[src/rtl/pc_fetch.sv]
// pc_fetch: dual-issue fetch front end. Owns the PC, keeps at most one
// 64-bit fetch in flight, and queues returned packets in a 2-entry FIFO
// that feeds the IF/ID register.
module pc_fetch #(
    parameter logic [31:0] RESET_PC = 32'h1c000000
) (
    input  logic        clk,
    input  logic        rst,
    input  logic [6:0]  stall,
    input  logic        flush,
    input  logic [31:0] new_pc,
    input  logic        branch_flag,
    input  logic [31:0] branch_target,
    output logic        inst_req,
    output logic [31:0] inst_addr,
    input  logic        inst_addr_ok,
    input  logic        inst_rvalid,
    input  logic [63:0] inst_rdata,
    output logic        if_valid,
    output logic [31:0] if_pc,
    output logic [31:0] if_inst_1,
    output logic [31:0] if_inst_2,
    output logic        if_inst_2_valid
);
    typedef struct packed {
        logic [31:0] pc;
        logic [31:0] inst_1;
        logic [31:0] inst_2;
        logic        inst_2_valid;
    } entry_t;

    logic [31:0] pc;
    logic [31:0] req_pc;
    logic        outstanding;
    logic        discard;
    entry_t      fifo [2];
    logic        head;
    logic        tail;
    logic [1:0]  count;

    logic        redirect;
    logic [31:0] target;
    logic        resp;
    logic        push;
    logic        pop;
    logic        accept;
    logic [1:0]  occ_after;
    entry_t      push_entry;
    entry_t      head_entry;

    // Stall bits 6:2 and the low target bits are architecturally ignored.
    logic unused_inputs;
    assign unused_inputs = ^{stall[6:2], new_pc[1:0], branch_target[1:0]};

    // Redirect selection, response classification and FIFO handshakes.
    always_comb begin
        redirect  = flush | branch_flag;
        target    = flush ? {new_pc[31:2], 2'b00} : {branch_target[31:2], 2'b00};
        resp      = inst_rvalid & outstanding;
        push      = resp & ~discard & ~redirect;
        if_valid  = (count != 2'd0) & ~redirect;
        pop       = if_valid & ~stall[1];
        // FIFO occupancy after this edge; a new request needs a free slot
        // left over for its own response.
        occ_after = count + {1'b0, push} - {1'b0, pop};
        inst_req  = ~rst & ~redirect & ~stall[0]
                  & (~outstanding | (inst_rvalid & ~discard))
                  & (occ_after < 2'd2);
        inst_addr = {pc[31:3], 3'b000};
        accept    = inst_req & inst_addr_ok;

        // A request to the upper word only carries one useful instruction.
        push_entry.pc = req_pc;
        if (req_pc[2]) begin
            push_entry.inst_1       = inst_rdata[63:32];
            push_entry.inst_2       = 32'd0;
            push_entry.inst_2_valid = 1'b0;
        end else begin
            push_entry.inst_1       = inst_rdata[31:0];
            push_entry.inst_2       = inst_rdata[63:32];
            push_entry.inst_2_valid = 1'b1;
        end

        head_entry      = fifo[head];
        if_pc           = head_entry.pc;
        if_inst_1       = head_entry.inst_1;
        if_inst_2       = head_entry.inst_2;
        if_inst_2_valid = head_entry.inst_2_valid;
    end

    // Program counter and the PC of the request in flight.
    always_ff @(posedge clk or posedge rst) begin
        if (rst) begin
            pc     <= RESET_PC;
            req_pc <= RESET_PC;
        end else if (redirect) begin
            pc <= target;
        end else if (accept) begin
            pc     <= {pc[31:3], 3'b000} + 32'd8;
            req_pc <= pc;
        end
    end

    // Outstanding-request tracking; a redirect marks an in-flight fetch stale.
    always_ff @(posedge clk or posedge rst) begin
        if (rst) begin
            outstanding <= 1'b0;
            discard     <= 1'b0;
        end else if (redirect) begin
            if (outstanding && !inst_rvalid) begin
                discard <= 1'b1;
            end else if (resp) begin
                outstanding <= 1'b0;
                discard     <= 1'b0;
            end
        end else if (accept) begin
            outstanding <= 1'b1;
        end else if (resp) begin
            outstanding <= 1'b0;
            discard     <= 1'b0;
        end
    end

    // Packet FIFO; emptied on redirect, push and pop may share an edge.
    always_ff @(posedge clk or posedge rst) begin
        if (rst) begin
            head  <= 1'b0;
            tail  <= 1'b0;
            count <= 2'd0;
            for (int i = 0; i < 2; i++) fifo[i] <= '0;
        end else if (redirect) begin
            head  <= 1'b0;
            tail  <= 1'b0;
            count <= 2'd0;
        end else begin
            if (push) begin
                fifo[tail] <= push_entry;
                tail       <= ~tail;
            end
            if (pop) head <= ~head;
            count <= count + {1'b0, push} - {1'b0, pop};
        end
    end
endmodule

[config.mk]
export PLATFORM = sky130hd
export DESIGN_NAME = pc_fetch
export DESIGN_NICKNAME = d
export VERILOG_FILES = /design/src/rtl/pc_fetch.sv
export SDC_FILE = /design/constraint.sdc
export NUM_CORES = 1
export LEC_CHECK = 0
export CORE_ASPECT_RATIO = 1.25
export CORE_MARGIN = 3
export CORE_UTILIZATION = 51
export CTS_CLUSTER_DIAMETER = 80
export DETAILED_ROUTE_END_ITERATION = 12
export PLACE_DENSITY = 0.91
export RECOVER_POWER = 25
export SLEW_MARGIN = 20
export SYNTH_ARGS = -nofsm -noshare
export SYNTH_HDL_FRONTEND = slang
export SYNTH_SLANG_ARGS = --single-unit
export TNS_END_PERCENT = 100
[constraint.sdc]
create_clock -name clk -period 11.3 [get_ports clk]
set_input_delay 2.26 -clock clk [delete_from_list [all_inputs] [get_ports clk]]
set_output_delay 2.26 -clock clk [all_outputs]
set_load 0.01 [all_outputs]
==> results of run 1 <==
worst min-delay path by stage:
| stage | endpoint | slack (ns) | depth (start not counted) |
|---|---|---|---|
| final | req_pc[27] | 0.47 | 2 |
| after global routing | req_pc[27] | 0.48 | 2 |
| after CTS | req_pc[27] | 0.47 | 2 |
| after detailed placement | req_pc[27] | 0.46 | 2 |
| after global placement | req_pc[28] | 0.45 | 2 |
| after floorplan | req_pc[2] | 0.43 | 2 |
metrics by stage:
step	worst slack, ns	util, %
after floorplan	2.01	-
after global placement	4.15	63.3
after detailed placement	4.02	63.3
after CTS	4.01	67.2
after global routing	3.36	67.1
final	3.54	67.1
area by class of cell:
| class | count | area share, % |
|---|---|---|
| inverters | 10 | 0.247 |
| repair buffers | 269 | 16.9 |
| well taps | 320 | 2.55 |
| flip-flops and latches | 256 | 41.0 |
| clock buffers | 41 | 5.03 |
| clock inverters | 6 | 0.687 |
| multi-input cells | 787 | 33.6 |
per-layer routing:
metal | up-vias | routed length, µm | global-route usage, %
met5 | - | 0 | 0
met4 | 0 | 678 | 5.97
met3 | 51 | 2160 | 4.84
met2 | 314 | 15200 | 39.9
met1 | 4492 | 11800 | 27.7
li1 | 4330 | - | -
sequential cells by signal, indices dropped and copies added (netlist names):
| register | cells |
|---|---|
| head | 1 |
| count | 2 |
| outstanding | 1 |
| req_pc | 30 |
| fifo | 190 |
| discard | 1 |
| tail | 1 |
| pc | 30 |
synthesized netlist by cell type (2+ instances only):
cell       count
dfrtp_1      250
nand2_1      249
o21ai_0      142
mux2_2       126
clkbuf_1      70
buf_4         34
mux2i_1       33
nand2b_1      33
mux2_4        30
a21oi_1       19
nor2_1        18
xnor2_1       18
nor2b_1       15
a211oi_1      13
inv_1         10
nor3_1        10
nand3_1        9
nand4_1        8
nor4_1         8
buf_6          7
o221ai_1       7
dfstp_2        6
and3_1         5
buf_2          4
o2bb2ai_1      4
and4_1         3
ha_1           3
a22oi_1        2
o2111ai_1      2
o22ai_1        2
o311ai_0       2
or4_1          2
xor2_1         2
report_power, final:
group	total [mW]	switching (mW)	internal, mW
sequential	1.07	0.0723	1.00
combinational	0.419	0.184	0.235
clock	0.885	0.340	0.545
logic make-up after synthesis:
kind of cell / Yosys count / share of synthesized area [%]
mux: 189 / 17.9
simple gates: 367 / 13.4
other cells: 1 / 0.0305
fa+ha+maj: 3 / 0.305
compound gates: 202 / 9.31
xor+xnor: 21 / 1.61
flops: 256 / 52.2
buf+inv: 125 / 5.32
critical path: stages:
cell and delay, ns:
clkdlybuf4s50_1 0.45, clkbuf_1 0.87, or2_0 0.23, nor3_1 0.10, ha_1 0.32, inv_1 0.05
ha_1 0.17, xnor3_1 0.31, o211a_1 0.19, clkdlybuf4s50_1 0.54
==> flow_summary.ini, run 1 <==
[synth]
yosysWarnings = 0
synthFlopType = dfrtp_1
synth_cells = 1164
synth-edff-count = 0
yosys.area.top_type = dfrtp_1
yosysUniqueCellTypes = 51
synthTopCellsByArea = dfrtp_1 (51%), mux2_2 (12%), nand2_1 (7.6%)
seq_area_frac_synth_pct = 52.2
yosysTopAreaCellShare_pct = 50.9
avgSynthCellArea_um2 = 10.6
ys_seq_elements = 256
syn_area_mm2 = 0.0123
async_reset_ff_share_pct = 100

[route]
wl_per_cell_um = 17.7
vias = 9187
drt_iter0_markers = 392
drt_wl_total_um = 29800
ant_nets = 0
drc_errors = 0
viasPerCell = 5.44
dr.pass1.iters = 5

[layout]
drive_gt1_share_pct = 16.1
area_growth_pct = 27.5
nets = 1494
final_cell_mix = clkdlybuf4s50_1 (252), nand2_1 (249), dfrtp_1 (248), o21ai_0 (142), mux2_2 (126)
regArea_mm2 = 0.00642
antenna_cells = 0
layout.cells.non_filler = 1689
multi_input_area_mm2 = 0.00527
fin_area_mm2 = 0.0157
layout_commonest_cell = clkdlybuf4s50_1
fillers = 1694

[placed_design]
dp.cells = 1642
dp_hpwl_um = 19800
dpl_cell_area_mm2 = 0.0148
portBuffers = 257
gp_congestion = 0.862

[status]
violations = max-capacitance violations, max-slew violations
outcome = complete, but fails checks

[timing]
fin_crit_sh_pct = 68.6
max_freq_mhz = 129
setup_violations = 0
hold_violations = 0
hold_slack_ns = 0.469
drv_slew = 98
slew-limit-headroom_pct = -191
clock_skew_ns = 0.00897
rsz0062_at_grt = false
worstMarginPinSlew_ns = 4.34
timing.final.crit_period_ns = 7.76
tns_ns = 0

[clock_tree]
cts_setup_buffers = 0
cts_root_buf = clkbuf_16
clk_latency_ns = 0.52
cts_resized = 0
clk_path_buf_depth = 3
clock_sinks = 256
hold_buffers = 0
path_clk_slew_ns = 0.06
cts_buffers = 26
cts_max_level = 1
tritoncts = built

[grt]
overflow = 0
grt_pass1_wl_um = 48400
antenna_found_initial = 0
first_global_vias = 9582
grt_usage_pct = 22.6
grt_start_max_net_pins = 98

[power_and_ir_drop]
power_mw = 2.38
ir_drop_mv = 0.0911
cellPowerDensity_mw_per_mm2 = 152
leakagePower_nw = 7.04

[floorplan]
rows = 62
coreArea_mm2 = 0.0233
ios = 272
start_util_pct = 52.6
chipWidth_um = 145
die_h_um = 180
dieArea_mm2 = 0.0260

[critical_path]
critical_path_peak_fanout = 24
crit_path_end = inst_req
critPathLaunch = branch_flag
r2r_slack_ns = 7.84
crit_path_start_kind = primary input
endpoint_kind = primary output
arrival_ns = 5.50
critical_path_class = primary input to primary output
ff2ff_path_depth = 12
required_ns = 9.04
reg2reg_from = outstanding
r2r-end = pc[17]

[min_path]
worstHoldStart = req_pc[27]
hold_class = register to register

[run]
drv_cap = 1
Power figures use the tool's default switching activity.
==> run 2, diff against run 1 <==
- clock period: 11.3 -> 7.6 ns (I/O delays scaled with it)
==> flow_summary.ini, run 2 (synthesis gave the netlist of run 1 again) <==
[status]
outcome = complete, but fails checks
violations = max-capacitance violations, max-slew violations

[layout]
area_growth_pct = 26.8
antenna_cells = 0
layout_commonest_cell = clkdlybuf4s50_1
fillers = 1693
largest_reg_flops = 190
top_register = fifo
largestRegisters = fifo x190, pc x30, req_pc x30
drive_gt1_share_pct = 16.3
regArea_mm2 = 0.00642
nets = 1496
final_cell_mix = clkdlybuf4s50_1 (255), nand2_1 (249), dfrtp_1 (248), o21ai_0 (142), mux2_2 (126)
multi_input_area_mm2 = 0.00527

[clock_tree]
cts_root_buf = clkbuf_16
tritoncts = built
clk_latency_ns = 0.52
path_clk_slew_ns = 0.06
hold_buffers = 0
cts_setup_buffers = 0
cts_max_level = 1
clock_sinks = 256
clk_path_buf_depth = 3
cts_buffers = 25
cts_resized = 0

[grt]
first_global_vias = 9755
grt_pass1_wl_um = 48200
grt_start_max_net_pins = 130
overflow = 0
grt_usage_pct = 22.5
antenna_found_initial = 0

[placed_design]
portBuffers = 257
dp_hpwl_um = 19900
gp_congestion = 0.875

[critical_path]
r2r_slack_ns = 4.36
critPathLaunch = branch_flag
crit_chain = clkdlybuf4s50_1, clkbuf_1, or2_1, buf_4, nor3_1, ha_1, inv_1, ha_1, xnor3_1, o211a_1, clkdlybuf4s50_1
critical_path_peak_fanout = 24
critical_path_class = primary input to primary output
cp_slowest_cell = clkbuf_1
reg2reg_from = outstanding
ff2ff_path_depth = 12
cp_slowest_stage_delay_ns = 0.90
critPathBufInv = 5
required_ns = 6.08
crit_cells = 11
arrival_ns = 5.02
cp_top_family = buffers and inverters
crit_path_start_kind = primary input
endpoint_kind = primary output

[route]
drt_iter0_markers = 502
ant_nets = 0
dr.pass1.iters = 5
drc_errors = 0
wl_per_cell_um = 17.6
viasPerCell = 5.49
drt_wl_total_um = 29800
vias = 9281

[timing]
hold_violations = 0
clock_skew_ns = 0.0134
max_freq_mhz = 153
rsz0062_at_grt = false
slew-limit-headroom_pct = -107
hold_slack_ns = 0.468
worstMarginPinSlew_ns = 3.11
tns_ns = 0
drv_slew = 202
setup_violations = 0
timing.final.crit_period_ns = 6.54
fin_crit_sh_pct = 86.0

[min_path]
hold_path_depth = 2
hold_class = register to register
worstHoldStart = req_pc[28]

[floorplan]
ios = 272
dieArea_mm2 = 0.0260
rows = 62
start_util_pct = 52.6
coreArea_mm2 = 0.0233
chipWidth_um = 145
die_h_um = 180

[power_and_ir_drop]
ir_drop_mv = 0.176
cellPowerDensity_mw_per_mm2 = 219
leakagePower_nw = 7.00

[run]
drv_cap = 3
[run 2: per-stage QoR]
stage | area [µm²] | std cells | power [mW] | util [%] | worst slack (ns)
2_1_floorplan | 12300 | 1168 | 1.94 | - | 2.71
3_3_place_gp | 14800 | 1643 | 2.22 | 63.4 | 1.75
3_5_place_dp | 14800 | 1643 | 2.24 | 63.4 | 1.65
4_1_cts | 15600 | 1687 | 3.45 | 66.8 | 1.64
5_1_grt | 15600 | 1689 | 3.57 | 66.8 | 0.862
6_report | 15600 | 1689 | 3.41 | 66.8 | 1.06
[run 2: area by class of cell]
| class | count | share of cell area (%) |
|---|---|---|
| Clock buffer | 34 | 4.49 |
| Clock inverter | 10 | 0.578 |
| Inverter | 10 | 0.249 |
| Multi-Input combinational cell | 787 | 33.8 |
| Sequential cell | 256 | 41.2 |
| Tap cell | 320 | 2.57 |
| Timing Repair Buffer | 272 | 17.2 |
[run 2: power by group]
| group | switching (mW) | total, mW | internal (mW) | leakage [nW] |
|---|---|---|---|---|
| Clock | 0.513 | 1.19 | 0.679 | 0.382 |
| Sequential | 0.0918 | 1.58 | 1.49 | 3.42 |
| Combinational | 0.287 | 0.638 | 0.351 | 3.19 |
[run 2: worst paths after layout]
path / to
hold / removal: req_pc[28]
setup / recovery: inst_req
hold reg to reg: req_pc[28]
max in group asynchronous: req_pc[2]
setup reg to reg: pc[17]
min in group asynchronous: outstanding
[run 2: routing by layer]
metal	up-vias	routed length, µm	global-route usage, %
li1	4351	-	-
met1	4483	11400	27.3
met2	377	14800	39.2
met3	70	2530	4.47
met4	0	1020	8.51
met5	-	0	0
[run 2: tightest hold or removal path, stage by stage (launching register included)]
cell and delay [ns]:
dfstp_2 0.37, nand2_1 0.05, nand2_1 0.05
==> run 3, diff against run 2 <==
- RECOVER_POWER: 25 -> unset
==> flow_summary.ini, run 3 (synthesis gave the netlist of run 1 again) <==
[status]
outcome = complete, no violations

[route]
drt_wl_total_um = 29800
viasPerCell = 5.46
ant_nets = 0
vias = 9227
drc_errors = 0
wl_per_cell_um = 17.6
dr.pass1.iters = 6
drt_iter0_markers = 527

[floorplan]
start_util_pct = 52.6
chipWidth_um = 145
ios = 272
die_h_um = 180
rows = 62
dieArea_mm2 = 0.0260
coreArea_mm2 = 0.0233

[critical_path]
arrival_ns = 4.44
r2r_slack_ns = 4.35
endpoint_kind = primary output
critical_path_class = primary input to primary output
cp_slowest_cell = clkdlybuf4s50_1
critical_path_peak_fanout = 24
crit_path_start_kind = primary input
required_ns = 6.08
cp_slowest_stage_delay_ns = 0.54
crit_chain = clkdlybuf4s50_1, buf_4, or2_1, buf_4, nor3_1, ha_1, inv_1, ha_1, xnor3_1, o211a_1, clkdlybuf4s50_1

[grt]
grt_usage_pct = 22.5
overflow = 0
grt_pass1_wl_um = 48200
antenna_found_initial = 0
grt_start_max_net_pins = 130
first_global_vias = 9755

[clock_tree]
clock_sinks = 256
clk_path_buf_depth = 3
cts_buffers = 25
tritoncts = built
clk_latency_ns = 0.52
path_clk_slew_ns = 0.06
cts_resized = 0
cts_root_buf = clkbuf_16
hold_buffers = 0
cts_max_level = 1
cts_setup_buffers = 0

[timing]
rsz0062_at_grt = false
setup_violations = 0
worstMarginPinSlew_ns = 0.980
max_freq_mhz = 168
drv_slew = 0
fin_crit_sh_pct = 78.4
timing.final.crit_period_ns = 5.96
tns_ns = 0
hold_violations = 0
slew-limit-headroom_pct = 34.7
clock_skew_ns = 0.0147

[min_path]
hold_class = register to register

[layout]
antenna_cells = 0
fillers = 1687
largest_reg_flops = 190
drive_gt1_share_pct = 16.5
top_register = fifo
nets = 1496
area_growth_pct = 27.2
largestRegisters = fifo x190, pc x30, req_pc x30
fin_area_mm2 = 0.0156
layout_commonest_cell = clkdlybuf4s50_1
final_cell_mix = clkdlybuf4s50_1 (256), nand2_1 (249), dfrtp_1 (248), o21ai_0 (142), mux2_2 (126)

[power_and_ir_drop]
leakagePower_nw = 7.02
ir_drop_mv = 0.176
cellPowerDensity_mw_per_mm2 = 218

[placed_design]
portBuffers = 257
dp_hpwl_um = 19900
dpl_cell_area_mm2 = 0.0148
gp_congestion = 0.875

[run]
drv_cap = 0
## run 3: worst paths after layout
kind	endpoint	cells past startpoint	startpoint
max	inst_req	11	branch_flag
min	req_pc[28]	2	req_pc[28]
max reg2reg	pc[29]	11	outstanding
min reg2reg	req_pc[28]	2	req_pc[28]
max in group asynchronous	fifo[120]	4	rst
min in group asynchronous	outstanding	2	rst
## run 3: where the power goes
group	switching [mW]	leakage, nW	internal (mW)
clock network	0.514	0.382	0.679
logic	0.288	3.21	0.354
registers	0.0919	3.42	1.49
## run 3: layout make-up
type | count | area (µm²) | area share, %
multi-input cells | 787 | 5270 | 33.7
well taps | 320 | 400 | 2.56
clock buffers | 34 | 699 | 4.47
flip-flops and latches | 256 | 6420 | 41.1
clock inverters | 10 | 90.1 | 0.576
inverters | 10 | 41.3 | 0.264
repair buffers | 272 | 2720 | 17.4
## run 3: stage by stage
stage          hold slack [ns]  cells  worst slack (ns)  total power, mW  util [%]
6_report                 0.472   1689              1.64             3.41      67.0
5_1_grt                  0.497   1689              1.42             3.58      67.0
4_1_cts                  0.469   1687              1.64             3.45      66.8
3_5_place_dp             0.458   1643              1.65             2.24      63.4
3_3_place_gp             0.453   1643              1.75             2.22      63.4
2_1_floorplan            0.431   1168              2.71             1.94         -
## run 3: routing by layer
metal  share of wire, %  up-vias  track usage (%)
met3                8.5       68             4.47
li1                   -     4340                -
met1                 38     4421             27.3
met2                 50      398             39.2
met5                  0        -                0
met4                3.4        0             8.51
## run 3: critical path: cells and delay by family
kind	cells	cell delay, ns
buffers and inverters	5	1.44
and+or+nand+nor	2	0.60
adders and majority gates	2	0.45
xor gates and xnor gates	1	0.24
AOI/OAI and AO/OA	1	0.18
